**config.mk**
```make
export PLATFORM = sky130hd
export DESIGN_NAME = pipe_ctrl
export DESIGN_NICKNAME = d
export VERILOG_FILES = /design/src/rtl/pipe_ctrl_pkg.sv /design/src/rtl/pipe_ctrl_stall_encode.sv /design/src/rtl/pipe_ctrl.sv
export SDC_FILE = /design/constraint.sdc
export NUM_CORES = 1
export LEC_CHECK = 0
export CAP_MARGIN = 20
export CORE_AREA = 2 2 102 104
export CTS_CLUSTER_SIZE = 8
export DETAILED_ROUTE_END_ITERATION = 8
export DIE_AREA = 0 0 104 106
export HOLD_SLACK_MARGIN = 0.12
export PLACE_DENSITY = 0.83
export SLEW_MARGIN = 10
export SYNTH_ARGS = -nofsm -noshare
export SYNTH_HDL_FRONTEND = slang
export SYNTH_SLANG_ARGS = --single-unit
```
**constraint.sdc**
```tcl
create_clock -name clk -period 6.09 [get_ports clk]
set_clock_uncertainty 0.1 [all_clocks]
set_input_delay 1.218 -clock clk [delete_from_list [all_inputs] [get_ports clk]]
set_output_delay 1.218 -clock clk [all_outputs]
set_load 0.01 [all_outputs]
```
**src/rtl/pipe_ctrl_pkg.sv**
```systemverilog
// Shared pipeline-control definitions: StallBus layout, stage indices,
// exception codes and controller state encodings.
package pipe_ctrl_pkg;

    localparam int unsigned STALL_W     = 6;
    localparam int unsigned STALL_IDX_W = $clog2(STALL_W);

    typedef logic [STALL_W-1:0] stall_bus_t;

    localparam logic STOP   = 1'b1;
    localparam logic NOSTOP = 1'b0;

    localparam int unsigned STAGE_PC  = 0;
    localparam int unsigned STAGE_IF  = 1;
    localparam int unsigned STAGE_ID  = 2;
    localparam int unsigned STAGE_EX  = 3;
    localparam int unsigned STAGE_MEM = 4;
    localparam int unsigned STAGE_WB  = 5;

    localparam logic [31:0] EXCODE_ERET = 32'h0000_000E;

    localparam logic [0:0] ST_RUN   = 1'b0;
    localparam logic [0:0] ST_DRAIN = 1'b1;

    // Stop every stage from PC up to and including 'stage'; later stages run.
    function automatic stall_bus_t stop_upto(input int unsigned stage);
        stall_bus_t m;
        m = {STALL_W{NOSTOP}};
        for (int unsigned k = 0; k < STALL_W; k++) begin
            if (k <= stage) m[STALL_IDX_W'(k)] = STOP;
        end
        return m;
    endfunction

    localparam stall_bus_t STALL_DRAIN = stop_upto(STAGE_IF);

endpackage

```
**src/rtl/pipe_ctrl_stall_encode.sv**
```systemverilog
// Priority encoder from per-stage stall requests to the StallBus mask;
// the latest stage requesting wins.
module stall_encode
    import pipe_ctrl_pkg::*;
(
    input  logic       stallreq_if,
    input  logic       stallreq_id,
    input  logic       stallreq_ex,
    input  logic       stallreq_mem,
    output stall_bus_t stall
);

    always_comb begin
        if (stallreq_mem)     stall = stop_upto(STAGE_MEM);
        else if (stallreq_ex) stall = stop_upto(STAGE_EX);
        else if (stallreq_id) stall = stop_upto(STAGE_ID);
        else if (stallreq_if) stall = stop_upto(STAGE_IF);
        else                  stall = '0;
    end

endmodule

```
**src/rtl/pipe_ctrl.sv**
```systemverilog
// Central pipeline controller: merges stall requests, turns MEM-stage
// exceptions/ERET into flush + redirect, and drains I-cache fetches after a flush.
module pipe_ctrl
    import pipe_ctrl_pkg::*;
#(
    parameter logic [31:0] EXC_VECTOR = 32'hBFC0_0380,
    parameter int unsigned DRAIN_MIN  = 1,
    parameter int unsigned WDOG_MAX   = 255
) (
    input  logic        clk,
    input  logic        rst,
    input  logic        stallreq_if,
    input  logic        stallreq_id,
    input  logic        stallreq_ex,
    input  logic        stallreq_mem,
    input  logic [31:0] excepttype_i,
    input  logic [31:0] cp0_epc,
    input  logic        ic_busy,
    output logic [5:0]  stall,
    output logic        flush,
    output logic [31:0] new_pc,
    output logic        wdog_err,
    output logic [31:0] stall_cnt,
    output logic [15:0] flush_cnt
);

    logic [0:0]  state_q;
    logic [15:0] drain_cnt_q;
    logic [31:0] new_pc_q;
    logic [31:0] redirect;
    logic [31:0] cnt_next1;
    logic        drain_done;
    logic        wdog_hit;
    stall_bus_t  run_stall;

    stall_encode u_stall_encode (
        .stallreq_if  (stallreq_if),
        .stallreq_id  (stallreq_id),
        .stallreq_ex  (stallreq_ex),
        .stallreq_mem (stallreq_mem),
        .stall        (run_stall)
    );

    assign redirect   = (excepttype_i == EXCODE_ERET) ? cp0_epc : EXC_VECTOR;
    assign cnt_next1  = 32'(drain_cnt_q) + 32'd1;
    assign drain_done = (cnt_next1 >= DRAIN_MIN) && !ic_busy;
    assign wdog_hit   = (cnt_next1 >= WDOG_MAX) && ic_busy;

    // Mealy in RUN, Moore in DRAIN; forced quiet while reset is asserted.
    always_comb begin
        stall = '0;
        flush = 1'b0;
        if (!rst) begin
            if (state_q == ST_RUN) begin
                if (excepttype_i != '0) flush = 1'b1;
                else                    stall = run_stall;
            end else begin
                stall = STALL_DRAIN;
            end
        end
    end

    assign new_pc = flush ? redirect : new_pc_q;

    always_ff @(posedge clk) begin
        if (rst) begin
            state_q     <= ST_RUN;
            drain_cnt_q <= '0;
            new_pc_q    <= '0;
            wdog_err    <= 1'b0;
            stall_cnt   <= '0;
            flush_cnt   <= '0;
        end else begin
            wdog_err <= 1'b0;
            if ((stall != '0) && (stall_cnt != '1)) stall_cnt <= stall_cnt + 32'd1;

            if (state_q == ST_RUN) begin
                if (flush) begin
                    state_q     <= ST_DRAIN;
                    drain_cnt_q <= '0;
                    new_pc_q    <= redirect;
                    flush_cnt   <= flush_cnt + 16'd1;
                end
            end else begin
                if (drain_done) begin
                    state_q <= ST_RUN;
                end else if (wdog_hit) begin
                    state_q  <= ST_RUN;
                    wdog_err <= 1'b1;
                end else begin
                    drain_cnt_q <= drain_cnt_q + 16'd1;
                end
            end
        end
    end

endmodule

```
==> impl_results.rst <==
.. list-table::
   :header-rows: 1

   * - Metric
     - Value
   * - Placed wire-length estimate after detailed placement
     - 9.165 mm
   * - Fraction of layout cells with a size suffix above 1
     - 5.531%
   * - Clock insertion delay at the later pin of the skew report
     - 0.38 ns
   * - Routability cong.
     - 0.8726
   * - Hold violation total from the final report
     - 0
   * - Basic-gate share of the synthesized area counting and, or, nand and nor cells
     - 30.84%
   * - Worst-Margin Slew
     - 1.022 ns
   * - Class of the most critical setup path
     - input port to output port
   * - Number of DRC markers after the initial detailed-route iteration
     - 164
   * - RSZ-0062 raised after global routing
     - false
   * - Final worst path period share
     - 90.43%
   * - Global route overflow
     - 0
   * - Combinational family with the most area after synthesis
     - simple AND/OR/NAND/NOR gates
   * - Clock period minus final worst setup slack
     - 5.507 ns
   * - Routed wire length per instance
     - 15.47 um
   * - Largest net degree at the start of global routing
     - 106
   * - Setup crit end kind
     - output port
   * - Setup Buffers After CTS
     - 0
   * - Most instantiated flip-flop cell in the synthesis netlist
     - sky130_fd_sc_hd__dfxtp_1
   * - Fraction of registers with async set/reset
     - 0%
   * - Maximum number of buffers from clock root to sink
     - 2
   * - H-tree depth
     - 3
   * - Sequential cell area fraction in the yosys report
     - 41.65%
   * - IO buf count
     - 157
   * - Multi-input gate area in the final layout
     - 2555 um2
   * - Total count of max-transition violations in the final report
     - 0
   * - Setup TNS
     - 0 ns
   * - Drc violations
     - 0
   * - Hold_ws
     - 0.3953 ns
   * - Most common cell after layout, fill and taps aside
     - sky130_fd_sc_hd__clkdlybuf4s50_1
   * - Count of TritonRoute iterations in the first routing pass
     - 4
   * - Register cell area after layout
     - 1962 um2
   * - Via count of the first global-routing pass
     - 4,529
   * - Starting Density
     - 47.11%
   * - #FFs+latches synth
     - 98
   * - Slowest stage cell, crit path
     - sky130_fd_sc_hd__and3_1
   * - Vias post-DR
     - 4,506
   * - Critical-path cell list
     - clkdlybuf4s50_1 -> nor4_1 -> nand4_1 -> nor3_1 -> nand2b_1 -> clkinv_1 -> and3_1 -> a22o_1 -> clkdlybuf4s50_1
   * - Die Y
     - 106 um
   * - Routed via count divided by cell count
     - 5.475
   * - Post-Synth Adder-Cell Area
     - 1.328%
   * - Crit-path max cell delay
     - 0.49 ns
   * - Most frequent cells in the layout
     - sky130_fd_sc_hd__clkdlybuf4s50_1, sky130_fd_sc_hd__dfxtp_1, sky130_fd_sc_hd__nor2_1
   * - First-pass GRT wire length
     - 21.14 mm
   * - Total global routing track utilization
     - 23.35%
   * - Net count of the mapped netlist
     - 620
   * - Synthesis-to-layout area growth
     - 38.27%
   * - Number of antenna violations at the first check in global routing
     - 0
   * - Data required time of the critical path
     - 4.77 ns
   * - Synthesis Warnings
     - 0
   * - Final Net Count
     - 759
   * - Worst relative slew slack
     - 31.89%
   * - Power density cells
     - 183.1 nW/um2
   * - Remaining antenna violation count after routing
     - 0
   * - Quantity of hold-fixing buffers added after cts
     - 0
   * - Post-route total power
     - 1.192 mW
   * - Highest net fanout along the worst path
     - 20
   * - Core Footprint
     - 10000 um2
   * - Cell type with the highest aggregate area in the netlist
     - sky130_fd_sc_hd__dfxtp_1
   * - Dominant cells by area after synthesis
     - sky130_fd_sc_hd__dfxtp_1, sky130_fd_sc_hd__nor2_1, sky130_fd_sc_hd__xnor2_1, sky130_fd_sc_hd__nor2b_1, sky130_fd_sc_hd__a22o_1
   * - Synthesized cell area
     - 4711 um2
   * - # IOs
     - 159
   * - Standard-cell row count
     - 37
   * - MaxCap Viol Count
     - 0
   * - Filler instances
     - 849
   * - Mean instance size in the synthesized netlist
     - 8.660 um2
   * - Multiplexer share of the synthesized area
     - 1.753%
   * - Resize count post-CTS
     - 0
   * - Num CTS Buffers
     - 9
   * - Post-synthesis cell count
     - 544
   * - Setup-violating endpoint count in the final report
     - 0
   * - Number of synthesized flops with an enable pin
     - 0
   * - CTS tree
     - done
   * - Data arrival time at the worst-slack endpoint
     - 4.19 ns
   * - Die area
     - 11,020 um2
   * - Maximum frequency from static timing analysis
     - 181.6 MHz
   * - CTS sink cnt
     - 98
   * - Startpoint Class
     - input port
   * - Run status
     - finished clean
   * - Number of antenna repair diodes
     - 0
   * - DRT Wirelength
     - 12.73 mm
   * - Post-synthesis xor/xnor area fraction
     - 7.065%
   * - Root buffer cell
     - sky130_fd_sc_hd__clkbuf_8
   * - Worst min-delay path category
     - register to register
   * - Compound-cell area share of the yosys netlist
     - 13.07%
   * - Overall die width
     - 104 um
   * - Cell variety after synth
     - 61
   * - Clock slew at reported path FFs
     - 0.09 ns
   * - Share of the core filled with cells in the final layout
     - 65.14%
   * - Most frequent cell on the critical path
     - sky130_fd_sc_hd__clkdlybuf4s50_1
   * - Static leakage
     - 2.297 nW
   * - Top cell type's share of synthesized area
     - 41.65%
   * - Max VDD drop
     - 0.1306 mV
## cells in the mapped netlist (3+ instances only)
master and count:
sky130_fd_sc_hd__nand2_1 24, sky130_fd_sc_hd__nand3_1 26, sky130_fd_sc_hd__o21ai_0 7, sky130_fd_sc_hd__or3_1 4, sky130_fd_sc_hd__nand4b_1 3, sky130_fd_sc_hd__a21oi_1 11
sky130_fd_sc_hd__nor4_1 18, sky130_fd_sc_hd__a31o_2 4, sky130_fd_sc_hd__ha_1 5, sky130_fd_sc_hd__o22a_1 12, sky130_fd_sc_hd__and2_1 6, sky130_fd_sc_hd__xnor2_1 25
sky130_fd_sc_hd__and4_1 4, sky130_fd_sc_hd__xor2_1 13, sky130_fd_sc_hd__o31ai_1 3, sky130_fd_sc_hd__or4_1 3, sky130_fd_sc_hd__mux2i_1 6, sky130_fd_sc_hd__a21o_1 3
sky130_fd_sc_hd__dfxtp_1 98, sky130_fd_sc_hd__or2_2 3, sky130_fd_sc_hd__nor2b_1 34, sky130_fd_sc_hd__nand4_1 20, sky130_fd_sc_hd__clkbuf_1 26, sky130_fd_sc_hd__nor3_1 26
sky130_fd_sc_hd__buf_4 4, sky130_fd_sc_hd__and3_1 12, sky130_fd_sc_hd__nor2_1 61, sky130_fd_sc_hd__a22o_1 20, sky130_fd_sc_hd__inv_1 12, sky130_fd_sc_hd__nand2b_1 12
## kinds of logic after synthesis
kind of cell               count (synthesis)
and+or+nand+nor                          267
adders and majority gates                  5
xor gates and xnor gates                  38
muxes                                      8
AOI/OAI and AO/OA                         79
DFF                                       98
other                                      1
buffers and inverters                     48
## registers in the layout, indices dropped and copies added (netlist names)
| register | count |
|---|---|
| new_pc_q | 32 |
| wdog_err | 1 |
| stall_cnt | 32 |
| flush_cnt | 16 |
| drain_cnt_q | 16 |
| state_q | 1 |
## path summary, 6_finish.rpt
| path | from | to | slack [ns] | cells past startpoint |
|---|---|---|---|---|
| max | excepttype_i[21] | new_pc[6] | 0.58 | 9 |
| min | drain_cnt_q[15]$_SDFFE_PP0P_ | drain_cnt_q[15]$_SDFFE_PP0P_ | 0.40 | 2 |
| max reg2reg | drain_cnt_q[0]$_SDFFE_PP0P_ | drain_cnt_q[4]$_SDFFE_PP0P_ | 3.05 | 8 |
| min reg2reg | drain_cnt_q[15]$_SDFFE_PP0P_ | drain_cnt_q[15]$_SDFFE_PP0P_ | 0.40 | 2 |
## cell type report
class / count / area share [%]
multi-input combinational: 398 / 39.22
sequential: 98 / 30.12
timing repair buffer: 163 / 24.74
tap: 136 / 2.612
clock buffer: 9 / 1.902
inverter: 13 / 0.7491
clock inverter: 6 / 0.6531
## report_power, final
group	internal, mW	switching [mW]
Clock	0.147	0.235
Sequential	0.652	0.00915
Combinational	0.0861	0.0633
## worst max-delay path: cells and delay by family
family / cells / cell delay, ns
AO/OA/AOI/OAI: 1 / 0.30
AND/OR/NAND/NOR: 5 / 1.56
buffers and inverters: 3 / 1.10
## layer usage
metal  global-route usage (%)  wire length [um]  vias to the layer above  share of wire [%]
met5                        0                 0                        -                  0
met4                    9.556               225                        0                1.8
met3                    6.806               867                       20                6.8
met2                    40.79              6393                      163                 50
met1                    26.83              5242                     2098                 41
li1                         -                 -                     2225                  -
## metrics by stage
| stage | instance area, um2 | setup slack, ns | cells |
|---|---|---|---|
| after CTS | 6514 | 0.5464 | 823 |
| after floorplan | 4711 | 1.869 | 544 |
| after detailed placement | 6347 | 0.5626 | 808 |
| after global routing | 6514 | 0.3115 | 823 |
| final | 6514 | 0.5825 | 823 |
| after global placement | 6347 | 0.6475 | 808 |
Note: power is estimated with default switching activity, not from simulation.
